$ cat src/rtl/cv32e40p_tmr_voter_monitor.sv
// Registered TMR majority voter with per-replica outlier tracking,
// sticky permanent-fault marking and graceful degradation to two-replica
// or single-replica operation once replicas are declared faulty.
module cv32e40p_tmr_voter_monitor #(
  parameter int WIDTH       = 32,
  parameter int PERM_THRESH = 4,
  parameter int CNT_W       = 8
) (
  input  logic             clk,
  input  logic             rst_n,
  input  logic             valid_i,
  input  logic [WIDTH-1:0] in_1_i,
  input  logic [WIDTH-1:0] in_2_i,
  input  logic [WIDTH-1:0] in_3_i,
  input  logic             clear_i,
  output logic             valid_o,
  output logic [WIDTH-1:0] voted_o,
  output logic             error_correct_o,
  output logic             error_detected_o,
  output logic [2:0]       outlier_o,
  output logic [2:0]       perm_fault_o,
  output logic [CNT_W-1:0] err_cnt_o
);

  localparam int              OC_W    = $clog2(PERM_THRESH + 1);
  localparam logic [OC_W-1:0] OC_MAX  = OC_W'(PERM_THRESH);
  localparam logic [CNT_W-1:0] CNT_MAX = '1;

  // Bitwise two-out-of-three majority.
  function automatic logic [WIDTH-1:0] f_majority(input logic [WIDTH-1:0] a,
                                                  input logic [WIDTH-1:0] b,
                                                  input logic [WIDTH-1:0] c);
    return (a & b) | (a & c) | (b & c);
  endfunction

  // Saturating increment of an outlier counter at the permanent-fault threshold.
  function automatic logic [OC_W-1:0] f_sat_inc_oc(input logic [OC_W-1:0] v);
    return (v >= OC_MAX) ? OC_MAX : v + 1'b1;
  endfunction

  // Saturating increment of the total-error counter (never wraps).
  function automatic logic [CNT_W-1:0] f_sat_inc_cnt(input logic [CNT_W-1:0] v);
    return (v == CNT_MAX) ? CNT_MAX : v + 1'b1;
  endfunction

  // Registered state
  logic             r_valid;
  logic [WIDTH-1:0] r_voted;
  logic             r_corr;
  logic             r_det;
  logic [2:0]       r_outlier;
  logic [2:0]       r_perm;
  logic [OC_W-1:0]  r_oc [3];
  logic [CNT_W-1:0] r_cnt;

  // Combinational vote
  logic [WIDTH-1:0] w_in [3];
  logic             w_eq01;
  logic             w_eq02;
  logic             w_eq12;
  logic [1:0]       w_nfault;
  logic [WIDTH-1:0] w_lowest;
  logic             w_pair_eq;
  logic [WIDTH-1:0] w_voted;
  logic             w_corr;
  logic             w_det;
  logic [2:0]       w_outlier;
  logic [OC_W-1:0]  w_oc_nxt [3];
  logic [2:0]       w_perm_nxt;

  assign w_in[0]  = in_1_i;
  assign w_in[1]  = in_2_i;
  assign w_in[2]  = in_3_i;
  assign w_eq01   = (in_1_i == in_2_i);
  assign w_eq02   = (in_1_i == in_3_i);
  assign w_eq12   = (in_2_i == in_3_i);
  assign w_nfault = {1'b0, r_perm[0]} + {1'b0, r_perm[1]} + {1'b0, r_perm[2]};

  // Lowest-index healthy replica (replica 0 if none are healthy), and whether the
  // two surviving replicas agree when exactly one has been retired.
  always_comb begin
    w_lowest  = in_1_i;
    w_pair_eq = w_eq01;
    if (!r_perm[0])      w_lowest = in_1_i;
    else if (!r_perm[1]) w_lowest = in_2_i;
    else if (!r_perm[2]) w_lowest = in_3_i;
    if (r_perm[0])      w_pair_eq = w_eq12;
    else if (r_perm[1]) w_pair_eq = w_eq02;
  end

  // Vote and classify the current words using the current (pre-clear) fault mask.
  always_comb begin
    w_voted   = f_majority(in_1_i, in_2_i, in_3_i);
    w_corr    = 1'b0;
    w_det     = 1'b0;
    w_outlier = 3'b000;
    case (w_nfault)
      2'd0: begin
        if (w_eq01 && w_eq02) begin
          w_corr = 1'b0;
        end else if (w_eq01) begin
          w_corr    = 1'b1;
          w_outlier = 3'b100;
        end else if (w_eq02) begin
          w_corr    = 1'b1;
          w_outlier = 3'b010;
        end else if (w_eq12) begin
          w_corr    = 1'b1;
          w_outlier = 3'b001;
        end else begin
          w_det = 1'b1;
        end
      end
      2'd1: begin
        w_voted = w_lowest;
        w_det   = !w_pair_eq;
      end
      default: begin
        w_voted = w_lowest;
        w_det   = 1'b1;
      end
    endcase
  end

  // Next outlier counts and fault mask; detected-error cycles and retired replicas hold.
  always_comb begin
    w_perm_nxt = r_perm;
    for (int k = 0; k < 3; k++) begin
      w_oc_nxt[k] = r_oc[k];
    end
    if (valid_i && !w_det) begin
      for (int k = 0; k < 3; k++) begin
        if (!r_perm[k]) begin
          if (w_outlier[k]) begin
            w_oc_nxt[k] = f_sat_inc_oc(r_oc[k]);
          end else if (w_in[k] == w_voted) begin
            w_oc_nxt[k] = '0;
          end
          if (w_oc_nxt[k] == OC_MAX) begin
            w_perm_nxt[k] = 1'b1;
          end
        end
      end
    end
  end

  // Fault bookkeeping state; clear overrides any increment or fault set.
  always_ff @(posedge clk or negedge rst_n) begin
    if (!rst_n) begin
      r_perm <= 3'b000;
      r_cnt  <= '0;
      for (int k = 0; k < 3; k++) begin
        r_oc[k] <= '0;
      end
    end else if (clear_i) begin
      r_perm <= 3'b000;
      r_cnt  <= '0;
      for (int k = 0; k < 3; k++) begin
        r_oc[k] <= '0;
      end
    end else begin
      r_perm <= w_perm_nxt;
      for (int k = 0; k < 3; k++) begin
        r_oc[k] <= w_oc_nxt[k];
      end
      if (valid_i && (w_corr || w_det)) begin
        r_cnt <= f_sat_inc_cnt(r_cnt);
      end
    end
  end

  // Output register: voted word holds across idle cycles, flags clear.
  always_ff @(posedge clk or negedge rst_n) begin
    if (!rst_n) begin
      r_valid   <= 1'b0;
      r_voted   <= '0;
      r_corr    <= 1'b0;
      r_det     <= 1'b0;
      r_outlier <= 3'b000;
    end else begin
      r_valid <= valid_i;
      if (valid_i) begin
        r_voted   <= w_voted;
        r_corr    <= w_corr;
        r_det     <= w_det;
        r_outlier <= w_outlier;
      end else begin
        r_corr    <= 1'b0;
        r_det     <= 1'b0;
        r_outlier <= 3'b000;
      end
    end
  end

  assign valid_o          = r_valid;
  assign voted_o          = r_voted;
  assign error_correct_o  = r_corr;
  assign error_detected_o = r_det;
  assign outlier_o        = r_outlier;
  assign perm_fault_o     = r_perm;
  assign err_cnt_o        = r_cnt;

endmodule
$ cat config.mk
export PLATFORM = sky130hd
export DESIGN_NAME = cv32e40p_tmr_voter_monitor
export DESIGN_NICKNAME = d
export VERILOG_FILES = /design/src/rtl/cv32e40p_tmr_voter_monitor.sv
export SDC_FILE = /design/constraint.sdc
export NUM_CORES = 1
export LEC_CHECK = 0
export BUFFER_PORTS_ARGS = -buffer_cell sky130_fd_sc_hd__buf_2
export CAP_MARGIN = 20
export CORE_MARGIN = 3
export CORE_UTILIZATION = 40
export DETAILED_ROUTE_END_ITERATION = 6
export GPL_ROUTABILITY_DRIVEN = 0
export PLACE_DENSITY = 0.7
export REMOVE_ABC_BUFFERS = 1
export SYNTH_ARGS = -nofsm -noshare
export SYNTH_HDL_FRONTEND = slang
export SYNTH_SLANG_ARGS = --single-unit
$ cat constraint.sdc
create_clock -name clk -period 4.6 [get_ports clk]
set_input_delay 0.46 -clock clk [delete_from_list [all_inputs] [get_ports clk]]
set_output_delay 0.46 -clock clk [all_outputs]
set_load 0.05 [all_outputs]
* After elaboration in Yosys (flattened, before gate mapping)
Cells that the tools add are included.
Cells by class: bitwise operators 5, add/subtract/negate cells 6, reduce and logical (&&, ||, !) cells 12, mux-type cells 55, $lt $le $gt $ge 3, eq/ne operators 14
Operators by type and width (count):
- 32-bit == test | 6
- 32-bit 2-to-1 mux | 4
- 32-bit bitwise AND | 3
- 3-bit 2-to-1 mux | 24
- 32-bit OR | 2
- 8-bit 2-to-1 mux | 3
- 1-bit 2-to-1 mux | 20
- 9-bit 2-to-1 mux | 2
- 3-bit by 1-bit adder with 3-bit output (second input constant) | 3
- 3-bit == test (second input constant) | 3
- 3-bit >= comparator (second input constant) | 3
- 8-bit by 1-bit adder with 8-bit output (second input constant) | 1
- 8-bit == test (second input constant) | 1
- 2-bit inequality test (second input constant) | 3
- 2-bit AND reduction | 3
- 2-bit nonzero test | 2
- 1-bit logical AND | 3
- 1-bit by 1-bit adder with 2-bit output | 1
- 2-bit by 1-bit adder with 2-bit output | 1
- 2-bit by 1-bit == test with 1-bit output (second input constant) | 1
- 1-bit logical NOT | 2
- 2-bit logical NOT | 1
- 2-bit 2-to-1 mux | 1
- 1-bit one-hot mux with 2 select lines | 1
- 1-bit logical OR | 1
Word-level totals: register bits 58, output and inout bits 49, logic and storage cells 105, input port bits 100

* Depth between registers and ports, before layout
depth after elaboration 14, depth in mapped cells 15, depth with buffers taken out 10

* Worst setup path before layout
No wires, ideal clock.
path kind register to register, start point register r_perm[1], in the netlist perm_fault_o[1], end point register r_oc[2] (netlist bit), clock period less this slack 4.012 ns, stages on the path, launching flop included 16, library setup time 0.136 ns, path slack 0.588 ns, arrival time 3.876 ns, path through dfrtp_1 > buf_4 > buf_6 > buf_2 > inv_1 > fa_1 > and2_1 > buf_4 > buf_6 > nor3_1 > a211oi_1 > xnor2_1 > nand4_1 > or4_4 > o41ai_2 > a21oi_1
Between the ends: longest elaborated chain between the ends 12, elaborated cells between the ends (all ways) 24
RTL lines:
- start: declaration | RTL line 52 | logic [2:0] r_perm;
- start signal: assignment | RTL line 162 | r_perm <= w_perm_nxt;
- 1-bit by 1-bit adder with 2-bit output | RTL line 77 | assign w_nfault = {1'b0, r_perm[0]} + {1'b0, r_perm[1]} + {1'b0, r_perm[2]};
- 2-bit by 1-bit adder with 2-bit output | RTL line 77
- 2-bit logical NOT | RTL line 97 | case (w_nfault)
- 32-bit 2-to-1 mux | RTL line 97
- 32-bit == test | RTL line 136 | end else if (w_in[k] == w_voted) begin
- 3-bit 2-to-1 mux | RTL line 136
- 3-bit 2-to-1 mux | RTL line 134 | if (w_outlier[k]) begin
- 3-bit 2-to-1 mux | RTL line 133 | if (!r_perm[k]) begin
- 3-bit 2-to-1 mux | RTL line 131 | if (valid_i && !w_det) begin
- 3-bit 2-to-1 mux | RTL line 133
- 9-bit 2-to-1 mux | RTL line 131
- 9-bit 2-to-1 mux | RTL line 155 | end else if (clear_i) begin
- end signal: indexed assignment | RTL line 164 | r_oc[k] <= w_oc_nxt[k];
- end: declaration | RTL line 53 | logic [OC_W-1:0] r_oc [3];
Several ways; a longest one is shown, not always the timed one. The select of a mux whose other input is x is not followed. A chain may end at the register's enable or synchronous reset.

* Final worst setup path
start point register r_perm[0], in the netlist perm_fault_o[0], end point register r_oc[2] (netlist bit)
The elaborated chain is that of the path after synthesis.

==> summary.txt <==
Outcome
  – Status: finished, violations left
  – Failing checks: design-rule violations

Layout
  – # diodes: 0
  – Post-layout nets: 1158
  – Synth-to-layout area growth: 17.10%
  – Layout cells sized above 1: 22.86%

Detailed routing
  – Residual DRC: 2
  – Via count: 7370
  – Via density: 6.256
  – Antenna-violating nets left: 0
  – Routed length per placed instance: 21.61 µm
  – 1st-pass router iterations: 7
  – Routed wire length: 25460 µm
  – Number of DRC markers in iteration 0: 883

Power and ir drop
  – Leakage power: 0.003673 µW
  – PwrDens: 234.3 nW/µm²
  – Power, Total: 1917 µW
  – Share of power burned in registers: 30.1%
  – Sw Ratio: 39.08%
  – Switching Power: 749.1 µW
  – Internal power: 1168 µW
  – Clk pwr share: 32.6%
  – Power share of the combinational group: 37.3%
  – Worst VDD drop: 174.3 µV

Worst setup path
  – RR Endpoint: r_oc[2]
  – R2R Path Start: perm_fault_o[0]
  – Worst path cell trace: inv_1, fa_1, nand2_2, buf_4, nor4_1, nor4_1, nor4_1, nand4_1, or4_4, o41ai_2, a21oi_1
  – Worst R2R Path Depth: 11
  – Startpoint Class: flop
  – Setup slack, reg-to-reg: 400 ps
  – Worst Path Arrival: 4390 ps
  – Worst-path fanout max: 14
  – CP max stage cell: fa_1
  – CP endpoint kind: flop
  – Crit path top cell by count: nor4_1
  – Worst EP required: 4790 ps
  – WS Path Type: flop to flop
  – Max incr delay on CP: 730 ps
  – Buf+Inv Stages, Crit Path: 2
  – Top delay family on crit path: simple AND/OR/NAND/NOR gates

Placed design
  – Pre-CTS WS: 634.6 ps
  – HPWL Detailed: 20100 µm
  – PortBufs: 148

Floorplanning
  – IO Pins: 149
  – Die Width: 138.2 µm
  – Initial Util: 41.54%
  – Die Y-Extent: 138.2 µm
  – Die Footprint: 19090 µm²
  – Row count: 47
  – Core Region: 16820 µm²

Timing
  – F_max: 237.9 MHz
  – Final Hold Viols: 0
  – Min Clock Period, post-route: 4203 ps
  – Final setup viols: 0
  – Worst Skew: 8.802 ps
  – Max-slew violation count: 0
  – Final Cycle Share: 91.37%
  – Setup TNS: 0 ps
  – Final worst slack: 396.8 ps
  – RSZ-0062 raised after global routing: false
  – Slew of the pin with the lowest slew margin: 981.8 ps
  – Slew margin rel.: 33.94%

Yosys
  – Synth unique cells: 81
  – Yosys Warn Count: 0
  – Asr flop ratio synth: 100.0%
  – Post-synth EDFFs: 0
  – Main area contributors after synthesis: dfrtp_1 (21%), ha_1 (18%), nor4_1 (4.7%), xor2_1 (4.0%), xnor2_1 (3.8%)
  – Synth area leader: dfrtp_1
  – Mean Syn Cell Area: 8.573 µm²
  – Synth top area share: 20.77%
  – Post-synthesis sequential area ratio: 20.77%
  – Post-synthesis cell area: 6987 µm²
  – Synth Flop Type: dfrtp_1
  – FF+latch count, synth: 58
  – Syn Inst Count: 815

Clocking
  – CTS sink cnt: 58
  – Post-CTS setup buffers: 0
  – CTS root buffer: clkbuf_16
  – Clock Path Buffers: 2
  – Worst-path clk slew: 50 ps
  – H-tree depth: 3
  – CTS resizes: 0
  – Clk_lat worst skew: 340 ps
  – CTS Hold Buffers Added: 0
  – Cts bufs inserted: 9
  – CTS tree: yes

Global route
  – First-pass GRT wire length: 39200 µm
  – GRT Resource Usage Total: 25.86%
  – Number of global-route vias before repair: 6866
  – Largest net degree at the start of global routing: 64
  – Global route total overflow: 0
  – Antenna violations before repair: 1

Min path
  – Hold Crit Class: input pin to asynchronous set/reset pin

Job
  – Max-cap violations: 0
[layout make-up]
class | instances | area (µm²)
multi-input combinational | 697 | 5231
tap | 220 | 275.3
inverter | 22 | 82.58
timing repair buffer | 166 | 875.8
clock buffer | 12 | 246.5
sequential | 58 | 1453
clock inverter | 3 | 17.52
fill | 1699 | 8637
[sequential cells by signal, summed over array words and instances, names as in the netlist]
signal	cells
voted_o	32
outlier_o	3
perm_fault_o	3
err_cnt_o	8
r_oc	9
error_correct_o	1
valid_o	1
error_detected_o	1
[worst max path at each step]
stage / start / end / slack [ps] / cells past startpoint
CTS: perm_fault_o[0] / r_oc[2] / 610 / 11
global route: perm_fault_o[0] / r_oc[1] / 240 / 11
global placement: perm_fault_o[0] / r_oc[2] / 700 / 11
floorplan: perm_fault_o[1] / r_oc[2] / -540 / 10
detailed placement: perm_fault_o[0] / r_oc[2] / 630 / 11
finish: perm_fault_o[0] / r_oc[2] / 400 / 11
[routing by layer]
layer	track usage, %	part of all wire, %	vias up	routed length (µm)
met4	7.696	2.8	2	716
met3	6.595	11	61	2845
met5	0	0.043	-	11
met1	36.72	43	3486	11010
li1	-	-	3415	-
met2	38.77	43	406	10880
[synth_stat cells, types with 11 or more instances]
cell type / instances
clkbuf_1: 11
nor2_1: 64
o21ai_0: 42
a21oi_1: 30
or3_1: 12
buf_2: 15
xnor2_1: 30
nor4_1: 53
nand4_1: 22
nor3_1: 27
inv_1: 22
o22ai_1: 12
xor2_1: 32
dfrtp_1: 58
nand2_1: 40
ha_1: 103
nor3b_1: 22
[stage by stage]
step | hold WS, ps | cells | utilization (%) | instance area, µm²
floorplan | 164.4 | 777 | - | 6765
global placement | 463.2 | 1163 | 47.08 | 7918
detailed placement | 472.6 | 1163 | 47.08 | 7918
CTS | 320.8 | 1178 | 48.65 | 8182
global route | 385.3 | 1178 | 48.65 | 8182
finish | 302.0 | 1178 | 48.65 | 8182
[cell families after synthesis]
logic type / count (synthesis) / share of synthesized area [%]
xor+xnor: 62 / 7.772
compound gates: 194 / 19.77
simple gates: 318 / 25.63
fa+ha+maj: 104 / 18.73
buf+inv: 60 / 4.352
flops: 58 / 20.77
mux: 19 / 2.973
[worst reg2reg max path, cell delays in order (launching register included)]
cell     delay (ps)
dfrtp_1         340
inv_1           140
fa_1            730
nand2_2         270
buf_4           260
nor4_1          410
nor4_1           90
nor4_1          640
nand4_1         190
or4_4           540
o41ai_2         350
a21oi_1         100
[cells in the final DEF, fill, tap and decap left out, drive strengths merged, types with 5 or more instances in the layout]
cell	instances
a211oi	6
a21oi	30
a22oi	5
a31oi	8
and2	8
and3	8
buf	166
clkbuf	12
dfrtp	58
ha	103
inv	22
mux2	11
mux2i	8
nand2	42
nand2b	9
nand3	10
nand3b	5
nand4	22
nor2	64
nor2b	6
nor3	28
nor3b	22
nor4	54
o211ai	8
o21a	8
o21ai	47
o22ai	12
o31ai	9
o41ai	7
or3	12
or4	11
xnor2	30
xor2	32
[power groups by stage]
stage | Sequential, µW | Clock [µW] | Combinational [µW]
floorplan | 716 | 0 | 288
detailed placement | 585 | 0 | 699
global placement | 585 | 0 | 695
global route | 583 | 664 | 767
finish | 577 | 624 | 716
CTS | 577 | 633 | 703
No activity file was read; power rests on OpenSTA's default activity.
